`config.mk`:
```
export PLATFORM = sky130hd
export DESIGN_NAME = unidad_muldiv
export DESIGN_NICKNAME = d
export VERILOG_FILES = /design/src/rtl/unidad_muldiv.sv
export SDC_FILE = /design/constraint.sdc
export NUM_CORES = 1
export LEC_CHECK = 0
export BUFFER_PORTS_ARGS = -buffer_cell sky130_fd_sc_hd__buf_2
export CORE_MARGIN = 4
export CORE_UTILIZATION = 40
export DETAILED_ROUTE_END_ITERATION = 7
export SLEW_MARGIN = 20
export SYNTH_ARGS = -nofsm -noshare
export SYNTH_HDL_FRONTEND = slang
export SYNTH_SLANG_ARGS = --single-unit
```
`constraint.sdc`:
```
create_clock -name clk -period 12 [get_ports clk]
set_clock_uncertainty 0.15 [all_clocks]
set_input_delay 2.4 -clock clk [delete_from_list [all_inputs] [get_ports clk]]
set_output_delay 2.4 -clock clk [all_outputs]
set_load 0.05 [all_outputs]
```
`src/rtl/unidad_muldiv.sv`:
```
// unidad_muldiv: iterative 32-bit multiply/divide unit with HI/LO registers.
// Multiply is shift-add, divide is restoring; both run on operand magnitudes
// for 32 cycles, then a FIX cycle applies sign correction and writes HI/LO.
module unidad_muldiv (
    input  logic        clk,
    input  logic        rst_n,
    input  logic        start,
    input  logic [1:0]  op,
    input  logic [31:0] op_a,
    input  logic [31:0] op_b,
    input  logic        mt_hi,
    input  logic        mt_lo,
    input  logic [31:0] wdata,
    output logic [31:0] hi,
    output logic [31:0] lo,
    output logic        busy,
    output logic        done,
    output logic        div_zero
);

    typedef enum logic [1:0] {IDLE, CALC, FIX, DONE} state_t;

    state_t      state, state_nx;
    logic        accept;
    logic [5:0]  cnt;
    logic        is_div;
    logic        neg_hi;
    logic        neg_lo;
    logic        b_zero;
    logic [31:0] a_raw;
    logic [31:0] b_mag;
    logic [31:0] w_hi;
    logic [31:0] w_lo;

    // Operand magnitudes and sign flags, evaluated on the accepting edge
    logic        signed_op;
    logic        a_neg;
    logic        b_neg;
    logic [31:0] a_mag_in;
    logic [31:0] b_mag_in;

    // One iteration step and final correction values
    logic [32:0] m_sum;
    logic [32:0] d_shift;
    logic [32:0] d_diff;
    logic [31:0] step_hi;
    logic [31:0] step_lo;
    logic [63:0] prod_fix;
    logic [31:0] quo_fix;
    logic [31:0] rem_fix;

    // Operand conditioning for the accept edge
    always_comb begin
        signed_op = ~op[0];
        a_neg     = signed_op & op_a[31];
        b_neg     = signed_op & op_b[31];
        a_mag_in  = a_neg ? (~op_a + 32'd1) : op_a;
        b_mag_in  = b_neg ? (~op_b + 32'd1) : op_b;
        accept    = start && ((state == IDLE) || (state == DONE));
    end

    // Single iteration: shift-add for multiply, restoring shift-subtract for divide
    always_comb begin
        m_sum   = {1'b0, w_hi} + (w_lo[0] ? {1'b0, b_mag} : 33'd0);
        d_shift = {w_hi, w_lo[31]};
        d_diff  = d_shift - {1'b0, b_mag};
        step_hi = m_sum[32:1];
        step_lo = {m_sum[0], w_lo[31:1]};
        if (is_div) begin
            if (!d_diff[32]) begin
                step_hi = d_diff[31:0];
                step_lo = {w_lo[30:0], 1'b1};
            end else begin
                step_hi = d_shift[31:0];
                step_lo = {w_lo[30:0], 1'b0};
            end
        end
        prod_fix = neg_lo ? (~{w_hi, w_lo} + 64'd1) : {w_hi, w_lo};
        quo_fix  = neg_lo ? (~w_lo + 32'd1) : w_lo;
        rem_fix  = neg_hi ? (~w_hi + 32'd1) : w_hi;
    end

    // State register
    always_ff @(posedge clk or negedge rst_n) begin
        if (!rst_n) state <= IDLE;
        else        state <= state_nx;
    end

    // Next-state and status outputs
    always_comb begin
        state_nx = state;
        busy     = 1'b0;
        done     = 1'b0;
        case (state)
            IDLE: if (accept) state_nx = CALC;
            CALC: begin
                busy = 1'b1;
                if (cnt == 6'd1) state_nx = FIX;
            end
            FIX: begin
                busy     = 1'b1;
                state_nx = DONE;
            end
            DONE: begin
                done     = 1'b1;
                state_nx = accept ? CALC : IDLE;
            end
            default: state_nx = IDLE;
        endcase
    end

    // Datapath: operand latch, iteration, result write-back and MTHI/MTLO
    always_ff @(posedge clk or negedge rst_n) begin
        if (!rst_n) begin
            cnt      <= '0;
            is_div   <= 1'b0;
            neg_hi   <= 1'b0;
            neg_lo   <= 1'b0;
            b_zero   <= 1'b0;
            a_raw    <= '0;
            b_mag    <= '0;
            w_hi     <= '0;
            w_lo     <= '0;
            hi       <= '0;
            lo       <= '0;
            div_zero <= 1'b0;
        end else begin
            case (state)
                IDLE, DONE: begin
                    if (accept) begin
                        cnt      <= 6'd32;
                        is_div   <= op[1];
                        neg_lo   <= a_neg ^ b_neg;
                        neg_hi   <= op[1] & a_neg;
                        b_zero   <= (op_b == 32'd0);
                        a_raw    <= op_a;
                        b_mag    <= b_mag_in;
                        w_hi     <= '0;
                        w_lo     <= a_mag_in;
                        div_zero <= 1'b0;
                    end else begin
                        if (mt_hi) hi <= wdata;
                        if (mt_lo) lo <= wdata;
                    end
                end
                CALC: begin
                    w_hi <= step_hi;
                    w_lo <= step_lo;
                    cnt  <= cnt - 6'd1;
                end
                FIX: begin
                    if (!is_div) begin
                        {hi, lo} <= prod_fix;
                    end else if (b_zero) begin
                        // Divide by zero reports the raw dividend, not its magnitude
                        hi       <= a_raw;
                        lo       <= '1;
                        div_zero <= 1'b1;
                    end else begin
                        hi <= rem_fix;
                        lo <= quo_fix;
                    end
                end
                default: ;
            endcase
        end
    end

endmodule
```
==> results of run 1 <==
[through the flow]
stage | utilization [%] | area [um2]
after global routing | 45.64 | 18590
after CTS | 45.56 | 18560
after global placement | 43.29 | 17630
after floorplan | - | 16470
after detailed placement | 43.29 | 17630
final | 45.64 | 18590
[flip-flops by register name, indices dropped and copies added, names as in the netlist]
name and flops:
b_mag 32, a_raw 32, is_div 1, w_hi 32, w_lo 32, b_zero 1, hi 32, neg_hi 1
state 2, div_zero 1, lo 32, neg_lo 1, cnt 6
[metal layers]
| metal | GRT usage [%] | wire, um |
|---|---|---|
| met4 | 9.457 | 2480 |
| met2 | 37.59 | 24710 |
| met3 | 3.832 | 4218 |
| met5 | 0 | 13 |
| met1 | 34.81 | 25020 |
[path summary, 6_finish.rpt]
kind / start / end / slack, ns
setup / recovery: op_a[8] / w_lo[27] / 6.88
hold / removal: lo[21] / lo[21] / 0.32
setup reg to reg: w_lo[0] / w_hi[29] / 6.92
hold reg to reg: lo[21] / lo[21] / 0.32
max in group asynchronous: rst_n / b_mag[25] / 8.57
min in group asynchronous: rst_n / lo[11] / 1.70
[logic make-up after synthesis]
kind of cell	synth area share [%]
AOI/OAI and AO/OA	24.99
xor gates and xnor gates	9.250
adders and majority gates	5.863
buffers and inverters	5.005
DFF	31.14
muxes	4.549
and+or+nand+nor	19.21
[cell type report]
type | instances | area share, %
Antenna cell | 2 | 0.02692
Sequential cell | 205 | 27.62
Inverter | 70 | 1.413
Multi-Input combinational cell | 1702 | 56.83
Clock buffer | 32 | 3.667
Timing Repair Buffer | 190 | 5.551
Clock inverter | 14 | 1.319
Tap cell | 532 | 3.580
[placed cells by master (no fill, tap or decap), types with 7 or more instances in the layout]
cell	synthesis	routed
nor4_1	16	16
clkbuf_16	0	25
o22ai_1	39	39
o21ai_0	276	276
mux2_2	7	7
o21ai_1	9	9
or2_2	10	10
o31ai_1	23	23
a221oi_1	8	8
o41ai_1	12	12
xnor2_1	124	123
nor2b_1	17	16
nand4_1	13	13
nand2_1	343	343
mux2i_1	67	67
inv_1	69	68
o211ai_1	23	23
o21bai_1	7	7
xor2_1	50	50
a22oi_1	24	22
or3_1	22	22
a21oi_1	138	137
nand3_1	24	24
nand2b_1	22	21
buf_2	7	168
a31oi_1	15	15
and2_1	11	11
a21o_1	20	20
nor2_1	148	147
nor3_1	35	35
o221ai_1	12	12
dfrtp_1	205	203
or4_1	11	11
buf_4	1	20
a211oi_1	14	14
ha_1	74	72
[worst reg2reg max path, stage by stage, from the launching register on]
cell	delay (ns)
dfrtp_1	0.60
clkinv_1	0.89
nor2_1	0.35
ha_1	0.31
nor2b_1	0.18
o2111ai_1	0.30
nand4_1	0.15
a31o_2	0.27
a31oi_1	0.39
o21ai_0	0.33
a31oi_1	0.50
nor3_1	0.12
o41a_1	0.38
a31oi_1	0.13
[report_power, final]
part,switching (mW),total (mW),leakage (nW),internal [mW]
Combinational,2.39,3.68,5.11,1.29
Clock,0.333,0.866,0.441,0.533
Sequential,0.405,1.43,2.54,1.02
Total,3.13,5.97,8.09,2.85
==> results_dict.tcl, run 1 <==
set metrics [dict create \
    synth_top_cell_by_area "dfrtp_1" \
    yosysWarnings 0 \
    nets 2373 \
    yosysMostFrequentCell "nand2_1" \
    slew_headroom_pct 26.55 \
    run_status "finished clean" \
    post-cts-setup-buffers 0 \
    ys_ff_latch 205 \
    hold_class "flop to flop" \
    antenna_found_initial 3 \
    tightest_slew_ns 1.101 \
    io_pins 170 \
    power.density_nw_per_um2 321.3 \
    avgSynthCellArea_um2 7.782 \
    crit_buf_inv 1 \
    drc 0 \
    core.rowCount 74 \
    cts_made_buffers 25 \
    maxCapViolCount 0 \
    worst_slack_ns 6.876 \
    hpwl_um 42360 \
    p_total_mw 5.975 \
    fin_setup_tns_ns 0 \
    crit_required_ns 12.31 \
    io_buffers 169 \
    critPathTopFamily "simple AND/OR/NAND/NOR gates" \
    startpoint_type "input port" \
    max_freq_mhz 195.2 \
    routed_wl_um 56450 \
    synth_area_um2 16470 \
    cp_max_fo 4 \
    via_count 16100 \
    die_w_um 210.9 \
    crit_cells 11 \
    worstHoldPathCells 2 \
    synth_top_cell_area_share_pct 31.14 \
    cp_data_arrival_time_ns 5.43 \
    rsz0062_at_grt "no" \
    dp.cells 2698 \
    multi_input_area_um2 10570 \
    seq_area_um2 5135 \
    period_minus_slack_ns 5.124 \
    slew_viol_final 0 \
    grt-ovfl-total 0 \
    ctsHoldBuffers 0 \
    track_usage_pct 24.46 \
    peakVddDrop_v 0.0001959 \
    crit_type "input port to flop" \
    drive_gt1_share_pct 12.56 \
    routabilityCongestion 0.9540 \
    synth_common_cells "nand2_1, o21ai_0, dfrtp_1" \
    cpPeakStageDelay_ns 0.55 \
    crit_slowest_cell "or4_1" \
    die_y_um 210.9 \
    netlist_instances 2117 \
    setup_viol 0 \
    hold_viol 0 \
    cts_tree "built" \
    grt_pass1_wl_um 86950 \
    root_buffer "clkbuf_16" \
    nFillCells 4064 \
    drtIter0Drc 1586 \
    leakagePower_nw 8.085 \
    pre_cts_slack_ns 6.315 \
    die_area_um2 44500 \
    cts.sinks 205 \
    clk_pin_slew_ns 0.06 \
    synth_nets 2296 \
    routedWlPerCell_um 20.55 \
    yosysUniqueCellTypes 79 \
    cts_htree_levels 1 \
    clk_latency_ns 0.57 \
    clockBufferDepth 3 \
    r2r_cells 13 \
    synth.area.top_cells "dfrtp_1, o21ai_0, nand2_1" \
    ys_seq_area_share_pct 31.14 \
    postRouteAntennaNets 0 \
    crit_chain "buf_2 > or4_1 > or3_1 > or4_1 > nor4_1 > nand2_1 > nor2_1 > a21oi_1 > xor2_1 > o21ai_0 > nand2_1" \
    post_cts_resized 0 \
    fp.coreArea_um2 40740 \
    cp-end-kind "flop" \
    dr.pass1.iters 6 \
    final_cells 2747 \
    synthToLayoutAreaGrowth_pct 12.87 \
    viasPerCell 5.861 \
    async_reset_ff_share_pct 100.0 \
    synth_edf_count 0 \
    start_util_pct 40.44 \
    period_share_pct 42.70 \
    first_global_vias 14970 \
    grt_max_degree 105 \
    synth_flop_cell "dfrtp_1" \
    whs_ns 0.3227 \
]
No activity file was read; power rests on OpenSTA's default activity.
==> run 2, diff against run 1 <==
==> constraint.sdc (replaced) <==
create_clock -name clk -period 4.9 [get_ports clk]
set_clock_uncertainty 0.15 [all_clocks]
set_input_delay 0.98 -clock clk [delete_from_list [all_inputs] [get_ports clk]]
set_output_delay 0.98 -clock clk [all_outputs]
set_load 0.05 [all_outputs]
==> run 2 against run 1 <==
Cell count grew 0.25%. Flip-flop and latch count is the same. First-iteration DRC count is the same. Global-route usage grew 0.58 points. Die area is the same. Power grew 150%. Register-to-register slack lost 6.2 ns. Largest cell class unchanged. Largest power group unchanged.
==> results_dict.tcl, run 2 (same netlist as run 1, synthesis figures left out) <==
set metrics [dict create \
    clk_latency_ns 0.55 \
    routedWlPerCell_um 20.99 \
    grt_pass1_wl_um 89050 \
    root_buffer "clkbuf_16" \
    layout_common_cells "nand2_1, o21ai_0, dfrtp_1" \
    cts_htree_levels 1 \
    max_freq_mhz 236.7 \
    cpPeakStageDelay_ns 0.88 \
    crit_chain "nor4_1 > or4b_1 > or4_4 > or4_1 > o21ai_4 > a21oi_1 > mux2_2 > o211ai_1 > a21oi_1" \
    pwr-share-comb_pct 62.0 \
    post-cts-setup-buffers 0 \
    crit_type "flop to flop" \
    slew_headroom_pct 27.96 \
    routabilityCongestion 0.9430 \
    fin_setup_tns_ns 0 \
    hpwl_um 43990 \
    setup_viol 0 \
    cp_max_fo 16 \
    startpoint_type "flop" \
    final_common_cell "nand2_1" \
    run_status "finished clean" \
    critPathTopFamily "simple AND/OR/NAND/NOR gates" \
    power.density_nw_per_um2 786.7 \
    crit_buf_inv 0 \
    grt_max_degree 104 \
    period_share_pct 86.22 \
    cts.sinks 205 \
    die_y_um 210.9 \
    dpl_cell_area_um2 17740 \
    pre_cts_slack_ns 0.7267 \
    clk_pin_slew_ns 0.06 \
    drc 0 \
    drive_gt1_share_pct 12.88 \
    cts_tree "built" \
    dr.pass1.iters 6 \
    crit_required_ns 5.18 \
    nFillCells 4129 \
    start_util_pct 40.44 \
    io_pins 170 \
    io_buffers 169 \
    hold_viol 0 \
    synthToLayoutAreaGrowth_pct 13.15 \
    cp_data_arrival_time_ns 4.51 \
    period_minus_slack_ns 4.225 \
    routed_wl_um 57800 \
    cts_made_buffers 25 \
    p_seq_share_pct 24.0 \
    nets 2381 \
    first_global_vias 15180 \
    fp.coreArea_um2 40740 \
    peakVddDrop_v 0.0003853 \
    ctsHoldBuffers 0 \
    hold_class "input port to asynchronous set/reset pin" \
    post_cts_resized 0 \
    antenna_found_initial 1 \
    crit_slowest_cell "or4_1" \
    leakagePower_nw 8.135 \
    worst_slack_ns 0.6754 \
    clockBufferDepth 3 \
    netSwitchingFraction_pct 52.37 \
    critical_path.most_common_cell "a21oi_1" \
    rsz0062_at_grt "no" \
    slew_viol_final 0 \
    maxCapViolCount 0 \
    die_w_um 210.9 \
    cp-end-kind "flop" \
    final_cells 2754 \
    power.internal_mw 6.985 \
    via_count 16200 \
    track_usage_pct 25.05 \
    grt-ovfl-total 0 \
    die_area_um2 44500 \
    dp.cells 2707 \
    p_switching_mw 7.680 \
    postRouteAntennaNets 0 \
    tightest_slew_ns 1.079 \
    viasPerCell 5.882 \
    p_clk_share_pct 14.0 \
    post-route-cell-area_um2 18640 \
    core.rowCount 74 \
    drtIter0Drc 1586 \
]
## run 2: cell types whose count changed in the layout (fill, tap and decap cells not counted), moves of 2 or more
cell        change
buf_12          +3
buf_4           +6
clkbuf_8        +2
clkinv_2        +2
clkinvlp_4      -4
## run 2: routing by layer
metal,share of wire (%),wire length [um],GRT usage (%),vias to the layer above
li1,-,-,-,7721
met5,0,0,0,-
met2,45,25940,40.02,606
met3,7.0,4066,3.045,100
met4,3.4,1947,7.959,0
met1,45,25850,35.63,7771
## run 2: final timing paths
path / start / endpoint / slack (ns) / cells past startpoint
min reg2reg: b_mag[15] / b_mag[15] / 0.33 / 2
min: rst_n / lo[10] / 0.29 / 1
max reg2reg: w_lo[5] / hi[15] / 0.68 / 9
max: w_lo[5] / hi[15] / 0.68 / 9
max in group asynchronous: rst_n / b_mag[13] / 3.37 / 2
min in group clk: b_mag[15] / b_mag[15] / 0.33 / 2
## run 2: metrics by stage
| stage | hold WS (ns) | util, % | total power [mW] |
|---|---|---|---|
| floorplan | 0.2904 | - | 10.01 |
| global placement | 0.3074 | 43.54 | 12.38 |
| detailed placement | 0.3189 | 43.54 | 12.50 |
| CTS | 0.3272 | 45.74 | 14.59 |
| global route | 0.3414 | 45.75 | 15.76 |
| finish | 0.2939 | 45.76 | 14.66 |
## run 2: final cells by class
type                       instances  area [um2]  area share (%)
antenna                            2       5.005         0.02685
sequential                       205        5135           27.55
clock inverter                    11       183.9          0.9867
clock buffer                      34       709.4           3.806
timing repair buffer             198        1110           5.954
tap                              532       665.6           3.571
inverter                          70       262.8           1.410
multi-input combinational       1702       10570           56.70
## run 2: power groups by stage
stage	Sequential (mW)	Combinational [mW]	Clock [mW]
global placement	3.49	8.89	0
floorplan	3.89	6.12	0
finish	3.52	9.09	2.05
CTS	3.49	9.02	2.08
detailed placement	3.52	8.98	0
global route	3.62	9.99	2.15
